--- src/rtl/line_steer_pwm.sv ---
// PD line-steering controller with double-buffered left/right PWM outputs and a lost-line FSM.
// Optional deadband on the centroid error is enabled by defining STEER_DEADBAND_EN.
module line_steer_pwm #(
  parameter int IMG_W        = 640,
  parameter int PWM_BITS     = 8,
  parameter int BASE_DUTY    = 128,
  parameter int KP           = 4,
  parameter int KD           = 2,
  parameter int SHIFT        = 2,
  parameter int LOST_HOLD    = 4,
  parameter int SEARCH_TICKS = 64,
  parameter int SEARCH_DUTY  = 96,
  parameter int DEADBAND     = 4
) (
  input  logic                clk,
  input  logic                rst,
  input  logic                run,
  input  logic [10:0]         centroid_x,
  input  logic                line_valid,
  input  logic                line_lost,
  output logic                pwm_left,
  output logic                pwm_right,
  output logic [PWM_BITS-1:0] duty_left,
  output logic [PWM_BITS-1:0] duty_right,
  output logic [1:0]          steer_state,
  output logic                ctrl_tick
);

  localparam int CW = 16;
  localparam int AW = PWM_BITS + 2;

  localparam logic [1:0] ST_STOP   = 2'd0;
  localparam logic [1:0] ST_TRACK  = 2'd1;
  localparam logic [1:0] ST_COAST  = 2'd2;
  localparam logic [1:0] ST_SEARCH = 2'd3;

`ifdef STEER_DEADBAND_EN
  localparam bit DB_EN = 1'b1;
`else
  localparam bit DB_EN = 1'b0;
`endif

  localparam logic [PWM_BITS-1:0] DMAX_V         = '1;
  localparam logic signed [11:0]  CENTER_V       = 12'(IMG_W / 2);
  localparam logic [11:0]         DEADBAND_V     = 12'(DEADBAND);
  localparam logic signed [23:0]  KP_V           = 24'(KP);
  localparam logic signed [23:0]  KD_V           = 24'(KD);
  localparam logic signed [23:0]  SAT_HI         = 24'((1 << PWM_BITS) - 1);
  localparam logic signed [23:0]  SAT_LO         = -SAT_HI;
  localparam logic signed [AW-1:0] DMAX_A        = AW'((1 << PWM_BITS) - 1);
  localparam logic signed [AW-1:0] BASE_V        = AW'(BASE_DUTY);
  localparam logic [PWM_BITS-1:0] SEARCH_V       = PWM_BITS'(SEARCH_DUTY);
  localparam logic [CW-1:0]       LOST_HOLD_V    = CW'(LOST_HOLD);
  localparam logic [CW-1:0]       SEARCH_TICKS_V = CW'(SEARCH_TICKS);

  logic [PWM_BITS-1:0] cnt_q, cnt_d;
  logic [1:0]          state_q, state_d;
  logic [CW-1:0]       hold_q, hold_d;
  logic [CW-1:0]       search_q, search_d;
  logic signed [11:0]  prev_err_q, prev_err_d;
  logic                s1_vld_q, s1_vld_d;
  logic [1:0]          s1_mode_q, s1_mode_d;
  logic signed [11:0]  err_q, err_d;
  logic signed [12:0]  derr_q, derr_d;
  logic                s2_vld_q, s2_vld_d;
  logic [1:0]          s2_mode_q, s2_mode_d;
  logic signed [23:0]  kp_term_q, kp_term_d;
  logic signed [23:0]  kd_term_q, kd_term_d;
  logic [PWM_BITS-1:0] pend_l_q, pend_l_d;
  logic [PWM_BITS-1:0] pend_r_q, pend_r_d;
  logic [PWM_BITS-1:0] duty_l_q, duty_l_d;
  logic [PWM_BITS-1:0] duty_r_q, duty_r_d;

  logic               tick;
  logic               found;
  logic signed [11:0] err_raw;
  logic [11:0]        err_mag;
  logic signed [11:0] err_c;
  logic signed [12:0] derr_c;
  logic signed [23:0] sum_c;
  logic signed [23:0] corr_full;
  logic signed [AW-1:0] corr_c;
  logic signed [AW-1:0] cand_l;
  logic signed [AW-1:0] cand_r;

  function automatic logic [PWM_BITS-1:0] clamp_duty(input logic signed [AW-1:0] v);
    if (v[AW-1])         return '0;
    else if (v > DMAX_A) return DMAX_V;
    else                 return v[PWM_BITS-1:0];
  endfunction

  assign tick    = (cnt_q == DMAX_V);
  assign found   = line_valid && !line_lost;
  assign err_raw = $signed({1'b0, centroid_x}) - CENTER_V;
  assign err_mag = err_raw[11] ? -err_raw : err_raw;
  assign err_c   = (DB_EN && (err_mag <= DEADBAND_V)) ? '0 : err_raw;
  assign derr_c  = $signed({err_c[11], err_c}) - $signed({prev_err_q[11], prev_err_q});

  assign sum_c     = kp_term_q + kd_term_q;
  assign corr_full = sum_c >>> SHIFT;

  always_comb begin
    if (corr_full > SAT_HI)      corr_c = DMAX_A;
    else if (corr_full < SAT_LO) corr_c = -DMAX_A;
    else                         corr_c = corr_full[AW-1:0];
  end

  assign cand_l = BASE_V + corr_c;
  assign cand_r = BASE_V - corr_c;

  always_comb begin
    // NOTE: every variable gets a default before any branch so no latch can be inferred.
    cnt_d      = cnt_q + 1'b1;
    state_d    = state_q;
    hold_d     = hold_q;
    search_d   = search_q;
    prev_err_d = prev_err_q;
    s1_vld_d   = 1'b0;
    s1_mode_d  = s1_mode_q;
    err_d      = err_q;
    derr_d     = derr_q;
    s2_vld_d   = s1_vld_q;
    s2_mode_d  = s1_mode_q;
    kp_term_d  = kp_term_q;
    kd_term_d  = kd_term_q;
    pend_l_d   = pend_l_q;
    pend_r_d   = pend_r_q;
    duty_l_d   = duty_l_q;
    duty_r_d   = duty_r_q;

    // Stage 1: sample inputs, step the FSM, form err/derr.
    if (tick && run) begin
      s1_vld_d = 1'b1;
      if (found) begin
        state_d    = ST_TRACK;
        err_d      = err_c;
        derr_d     = (state_q == ST_TRACK) ? derr_c : '0;
        prev_err_d = err_c;
      end else begin
        case (state_q)
          ST_TRACK: begin
            state_d = ST_COAST;
            hold_d  = CW'(1);
          end
          ST_COAST: begin
            if (hold_q == LOST_HOLD_V) begin
              state_d  = ST_SEARCH;
              search_d = CW'(1);
            end else begin
              hold_d = hold_q + 1'b1;
            end
          end
          ST_SEARCH: begin
            if (search_q == SEARCH_TICKS_V) state_d = ST_STOP;
            else                            search_d = search_q + 1'b1;
          end
          default: state_d = ST_STOP;
        endcase
      end
      s1_mode_d = state_d;
    end

    if (s1_vld_q) begin
      kp_term_d = KP_V * $signed({{12{err_q[11]}}, err_q});
      kd_term_d = KD_V * $signed({{11{derr_q[12]}}, derr_q});
    end

    // Stage 3: pending duties; COAST leaves them untouched.
    if (s2_vld_q) begin
      case (s2_mode_q)
        ST_TRACK: begin
          pend_l_d = clamp_duty(cand_l);
          pend_r_d = clamp_duty(cand_r);
        end
        ST_SEARCH: begin
          pend_l_d = prev_err_q[11] ? '0 : SEARCH_V;
          pend_r_d = prev_err_q[11] ? SEARCH_V : '0;
        end
        ST_STOP: begin
          pend_l_d = '0;
          pend_r_d = '0;
        end
        default: ;
      endcase
    end

    if (tick) begin
      duty_l_d = pend_l_q;
      duty_r_d = pend_r_q;
    end

    if (!run) begin
      state_d  = ST_STOP;
      hold_d   = '0;
      search_d = '0;
      s1_vld_d = 1'b0;
      s2_vld_d = 1'b0;
      pend_l_d = '0;
      pend_r_d = '0;
      duty_l_d = '0;
      duty_r_d = '0;
    end
  end

  always_ff @(posedge clk) begin
    // NOTE: non-blocking assignments keep every flop sampling pre-edge values.
    if (rst) begin
      cnt_q      <= '0;
      state_q    <= ST_STOP;
      hold_q     <= '0;
      search_q   <= '0;
      prev_err_q <= '0;
      s1_vld_q   <= 1'b0;
      s1_mode_q  <= ST_STOP;
      err_q      <= '0;
      derr_q     <= '0;
      s2_vld_q   <= 1'b0;
      s2_mode_q  <= ST_STOP;
      kp_term_q  <= '0;
      kd_term_q  <= '0;
      pend_l_q   <= '0;
      pend_r_q   <= '0;
      duty_l_q   <= '0;
      duty_r_q   <= '0;
    end else begin
      cnt_q      <= cnt_d;
      state_q    <= state_d;
      hold_q     <= hold_d;
      search_q   <= search_d;
      prev_err_q <= prev_err_d;
      s1_vld_q   <= s1_vld_d;
      s1_mode_q  <= s1_mode_d;
      err_q      <= err_d;
      derr_q     <= derr_d;
      s2_vld_q   <= s2_vld_d;
      s2_mode_q  <= s2_mode_d;
      kp_term_q  <= kp_term_d;
      kd_term_q  <= kd_term_d;
      pend_l_q   <= pend_l_d;
      pend_r_q   <= pend_r_d;
      duty_l_q   <= duty_l_d;
      duty_r_q   <= duty_r_d;
    end
  end

  assign pwm_left    = run && (cnt_q < duty_l_q);
  assign pwm_right   = run && (cnt_q < duty_r_q);
  assign duty_left   = duty_l_q;
  assign duty_right  = duty_r_q;
  assign steer_state = state_q;
  assign ctrl_tick   = tick;

endmodule

--- config.mk ---
export PLATFORM = sky130hd
export DESIGN_NAME = line_steer_pwm
export DESIGN_NICKNAME = d
export VERILOG_FILES = /design/src/rtl/line_steer_pwm.sv
export SDC_FILE = /design/constraint.sdc
export NUM_CORES = 1
export LEC_CHECK = 0
export CAP_MARGIN = 20
export CORE_MARGIN = 4
export CORE_UTILIZATION = 40
export CTS_CLUSTER_DIAMETER = 50
export CTS_CLUSTER_SIZE = 30
export DETAILED_ROUTE_END_ITERATION = 16
export DONT_BUFFER_PORTS = 1
export PLACE_DENSITY = 0.66
export SYNTH_ARGS = -nofsm -noshare
export SYNTH_HDL_FRONTEND = slang
export SYNTH_SLANG_ARGS = --single-unit
--- constraint.sdc ---
create_clock -name clk -period 6.2 [get_ports clk]
set_clock_uncertainty 0.1 [all_clocks]
set_input_delay 0.62 -clock clk [delete_from_list [all_inputs] [get_ports clk]]
set_output_delay 0.62 -clock clk [all_outputs]
set_load 0.01 [all_outputs]
==> results.py <==
metrics = {
    "route": {
        "ant_nets": 0,
        "dr.pass1.iters": 4,
        "viasPerCell": 5.32,
        "wl_per_cell_um": 14.1,
        "vias": 6018,
        "initialDrtViolationCount": 336,
        "drc": 0,
        "drt-total-wl_mm": 16.0,
    },
    "critical_path": {
        "critPathSlowestCell": "xor2_1",
        "critPathMaxFanout": 6,
        "endpoint": "pend_r_q[2]$_SDFFE_PP0P_",
        "required_ns": 6.38,
        "criticalPathCategory": "flip-flop to flip-flop",
        "slowest_delay_ns": 0.47,
        "crit_start": "kp_term_q[2]$_SDFFE_PP0P_",
        "r2r_start": "kp_term_q[2]$_SDFFE_PP0P_",
        "startpoint_type": "flip-flop",
        "timing.rr.end": "pend_r_q[2]$_SDFFE_PP0P_",
        "end_kind": "flip-flop",
        "crit_chain": "ha_1 -> inv_1 -> fa_1 -> nand2b_1 -> a21oi_1 -> xor2_1 -> nor4_4 -> a2111oi_2 -> o21a_1 -> nor2_1 -> nor3_2 -> ha_1 -> nor2b_1 -> o21ai_0 -> or3_1 -> o21a_1 -> nor3_1 -> a2111oi_4 -> a211oi_1 -> a221oi_1",
        "regToRegSetupSlack_ns": 0.92,
        "r2r_cells": 20,
        "crit_arrival_ns": 5.46,
    },
    "synthesis": {
        "syn-num-nets": 971,
        "synth_seq_area_share_pct": 34.4,
        "ys_seq_elements": 128,
        "synth_edf_count": 0,
        "synth_top_area_cell": "dfxtp_1",
        "synth_top_area_share_pct": 34.4,
        "syn_avg_cell_area_um2": 8.29,
        "synth_top_cells_by_area": "dfxtp_1, ha_1, nor2_1",
        "synthCells": 899,
        "syn_area_mm2": 0.00745,
        "async_reset_ff_share_pct": 0,
        "yosys_most_used_dff": "dfxtp_1",
        "yosys_warnings": 0,
        "yosysUniqueCellTypes": 79,
    },
    "floorplan": {
        "start_util_pct": 41.0,
        "io_pins": 37,
        "core_area_mm2": 0.0181,
        "die-area_mm2": 0.0209,
        "fp.dieH_um": 144,
        "core.rowCount": 49,
        "die_w_um": 144,
    },
    "timing": {
        "layout_min_cycle_time_ns": 5.28,
        "rsz0062_at_grt": "false",
        "max_freq_ghz": 0.189,
        "max-slew-margin-rel_pct": 49.7,
        "final_max_slew_viol_count": 0,
        "fin_tns_setup_ns": 0,
        "finalHoldViolations": 0,
        "fin_hold_ws_ns": 0.172,
        "final.period_utilization_pct": 85.2,
        "worstMarginPinSlew_ns": 0.752,
        "setup_violations": 0,
    },
    "power": {
        "power_mw": 1.81,
        "swShare_pct": 23.8,
        "internal_power_mw": 1.38,
        "vdd_drop_max_mv": 0.170,
        "powerDensity_mw_per_mm2": 222,
        "p_comb_share_pct": 3.9,
        "seq_power_share_pct": 45.6,
        "p_leak_nw": 2.87,
        "switching_power_mw": 0.431,
        "clkPwrFrac_pct": 50.5,
    },
    "placed_design": {
        "dp_hpwl_mm": 11.5,
        "place_inst": 1099,
        "gp_congestion": 0.888,
        "io_buffers": 0,
    },
    "layout": {
        "final_common_cell": "dfxtp_1",
        "n_fill_cell": 1782,
        "fin_nets": 962,
        "syn2layout_area_growth_pct": 9.81,
        "final_cells": 1132,
        "antenna_cells": 0,
        "layout_common_cells": "dfxtp_1, nor2_1, nand2_1, a21oi_1, inv_1",
        "final_util_pct": 45.1,
        "drive_above_1_share_pct": 7.42,
    },
    "grt": {
        "grt_max_degree": 63,
        "grt_pass1_vias": 5593,
        "grt_overflow_total": 0,
        "grt_first_pass_wirelength_mm": 26.6,
        "grt_use_total_pct": 15.7,
        "antenna_found_initial": 0,
    },
    "hold_path": {
        "hp-start": "rst",
        "hold_path.class": "input port to flip-flop",
    },
    "clock_network": {
        "htreeDepth": 4,
        "clock-sinks": 128,
        "cts_hold_buf": 0,
        "postCtsSetupBuffers": 0,
        "root_buffer": "clkbuf_16",
        "clk_pin_slew_ns": 0.06,
        "cts.path.max_buffers": 2,
        "ctsResizeCount": 0,
        "cts_tree": "done",
        "cts_made_buffers": 17,
        "clk_latency_ns": 0.42,
    },
    "status": {
        "status": "finished clean",
    },
    "job": {
        "maxCapViolCount": 0,
    },
}
-- worst min path at each step --
stage | endpoint | slack (ns) | depth (start not counted)
2_1_floorplan | pend_l_q[2]$_SDFFE_PP0P_ | 0.32 | 2
3_3_place_gp | s1_mode_q[1]$_SDFFE_PP0P_ | 0.33 | 2
3_5_place_dp | duty_right[6]$_SDFFE_PP0P_ | 0.34 | 2
4_1_cts | cnt_q[0]$_SDFF_PP0_ | 0.14 | 1
5_1_grt | cnt_q[1]$_SDFF_PP0_ | 0.15 | 1
6_report | cnt_q[0]$_SDFF_PP0_ | 0.17 | 1
-- Yosys cell counts, drive strengths merged (7+ instances only) --
library cell / n
nor2b: 17
inv: 55
nor2: 106
nor3b: 9
nand2: 103
a21oi: 76
xor2: 23
dfxtp: 128
mux2i: 24
xnor2: 23
nand2b: 12
clkbuf: 25
o211ai: 7
nor3: 16
a21o: 16
a211oi: 12
and3: 10
nand3: 26
or3: 13
and2: 8
buf: 9
ha: 54
o21ai: 39
a22oi: 8
-- worst max-delay path: cells and delay by family (launching register included) --
family / cells / cell delay [ns]
buffers and inverters: 1 / 0.07
and+or+nand+nor: 7 / 1.55
xor gates and xnor gates: 1 / 0.47
AOI/OAI and AO/OA: 8 / 1.69
DFF: 1 / 0.34
adders and majority gates: 3 / 0.91
-- state kept, by name, summed over array words and instances (netlist names), 8 cells and up --
signal and flops:
hold_q 16, search_q 16, derr_q 12, err_q 12, kd_term_q 12, kp_term_q 12
cnt_q 8, duty_left 8, duty_right 8, pend_l_q 8, pend_r_q 8
-- metal layers --
layer | vias to the layer above | GRT usage [%] | routed length, µm | part of all wire (%)
met4 | 0 | 4.91 | 268 | 1.7
met1 | 2764 | 21.1 | 7960 | 50
met3 | 25 | 3.94 | 779 | 4.9
met2 | 100 | 24.7 | 7010 | 44
li1 | 3129 | - | - | -
met5 | - | 0 | 0 | 0
-- cell type report --
type / instances / area [µm²] / area share, %
multi-input combinational: 681 / 4530 / 55.4
sequential: 128 / 2560 / 31.3
clock buffer: 19 / 443 / 5.42
tap: 229 / 287 / 3.50
inverter: 56 / 210 / 2.57
clock inverter: 13 / 100 / 1.22
timing repair buffer: 6 / 45.0 / 0.551
-- through the flow --
step | worst slack [ns] | area [µm²]
floorplan | 1.46 | 7450
global placement | 1.06 | 7630
detailed placement | 0.960 | 7630
CTS | 0.922 | 8170
global route | 0.501 | 8180
finish | 0.919 | 8180
-- kinds of logic (layout without fill, tap and decap cells) --
| family | count (synthesis) | count (layout) | synth area share [%] |
|---|---|---|---|
| simple gates | 350 | 350 | 23.1 |
| compound gates | 205 | 205 | 19.5 |
| flops | 128 | 128 | 34.4 |
| xor+xnor | 46 | 46 | 5.41 |
| mux | 24 | 24 | 3.23 |
| fa+ha+maj | 56 | 56 | 9.61 |
| buf+inv | 90 | 94 | 4.75 |
-- power by group through the flow --
stage	sequential (mW)	clock [mW]	combinational (mW)
2_1_floorplan	0.844	0	0.0638
3_3_place_gp	0.846	0	0.0695
3_5_place_dp	0.845	0	0.0706
4_1_cts	0.827	0.943	0.0708
5_1_grt	0.827	0.974	0.0795
6_report	0.827	0.917	0.0708
No activity file was read; power rests on OpenSTA's default activity.
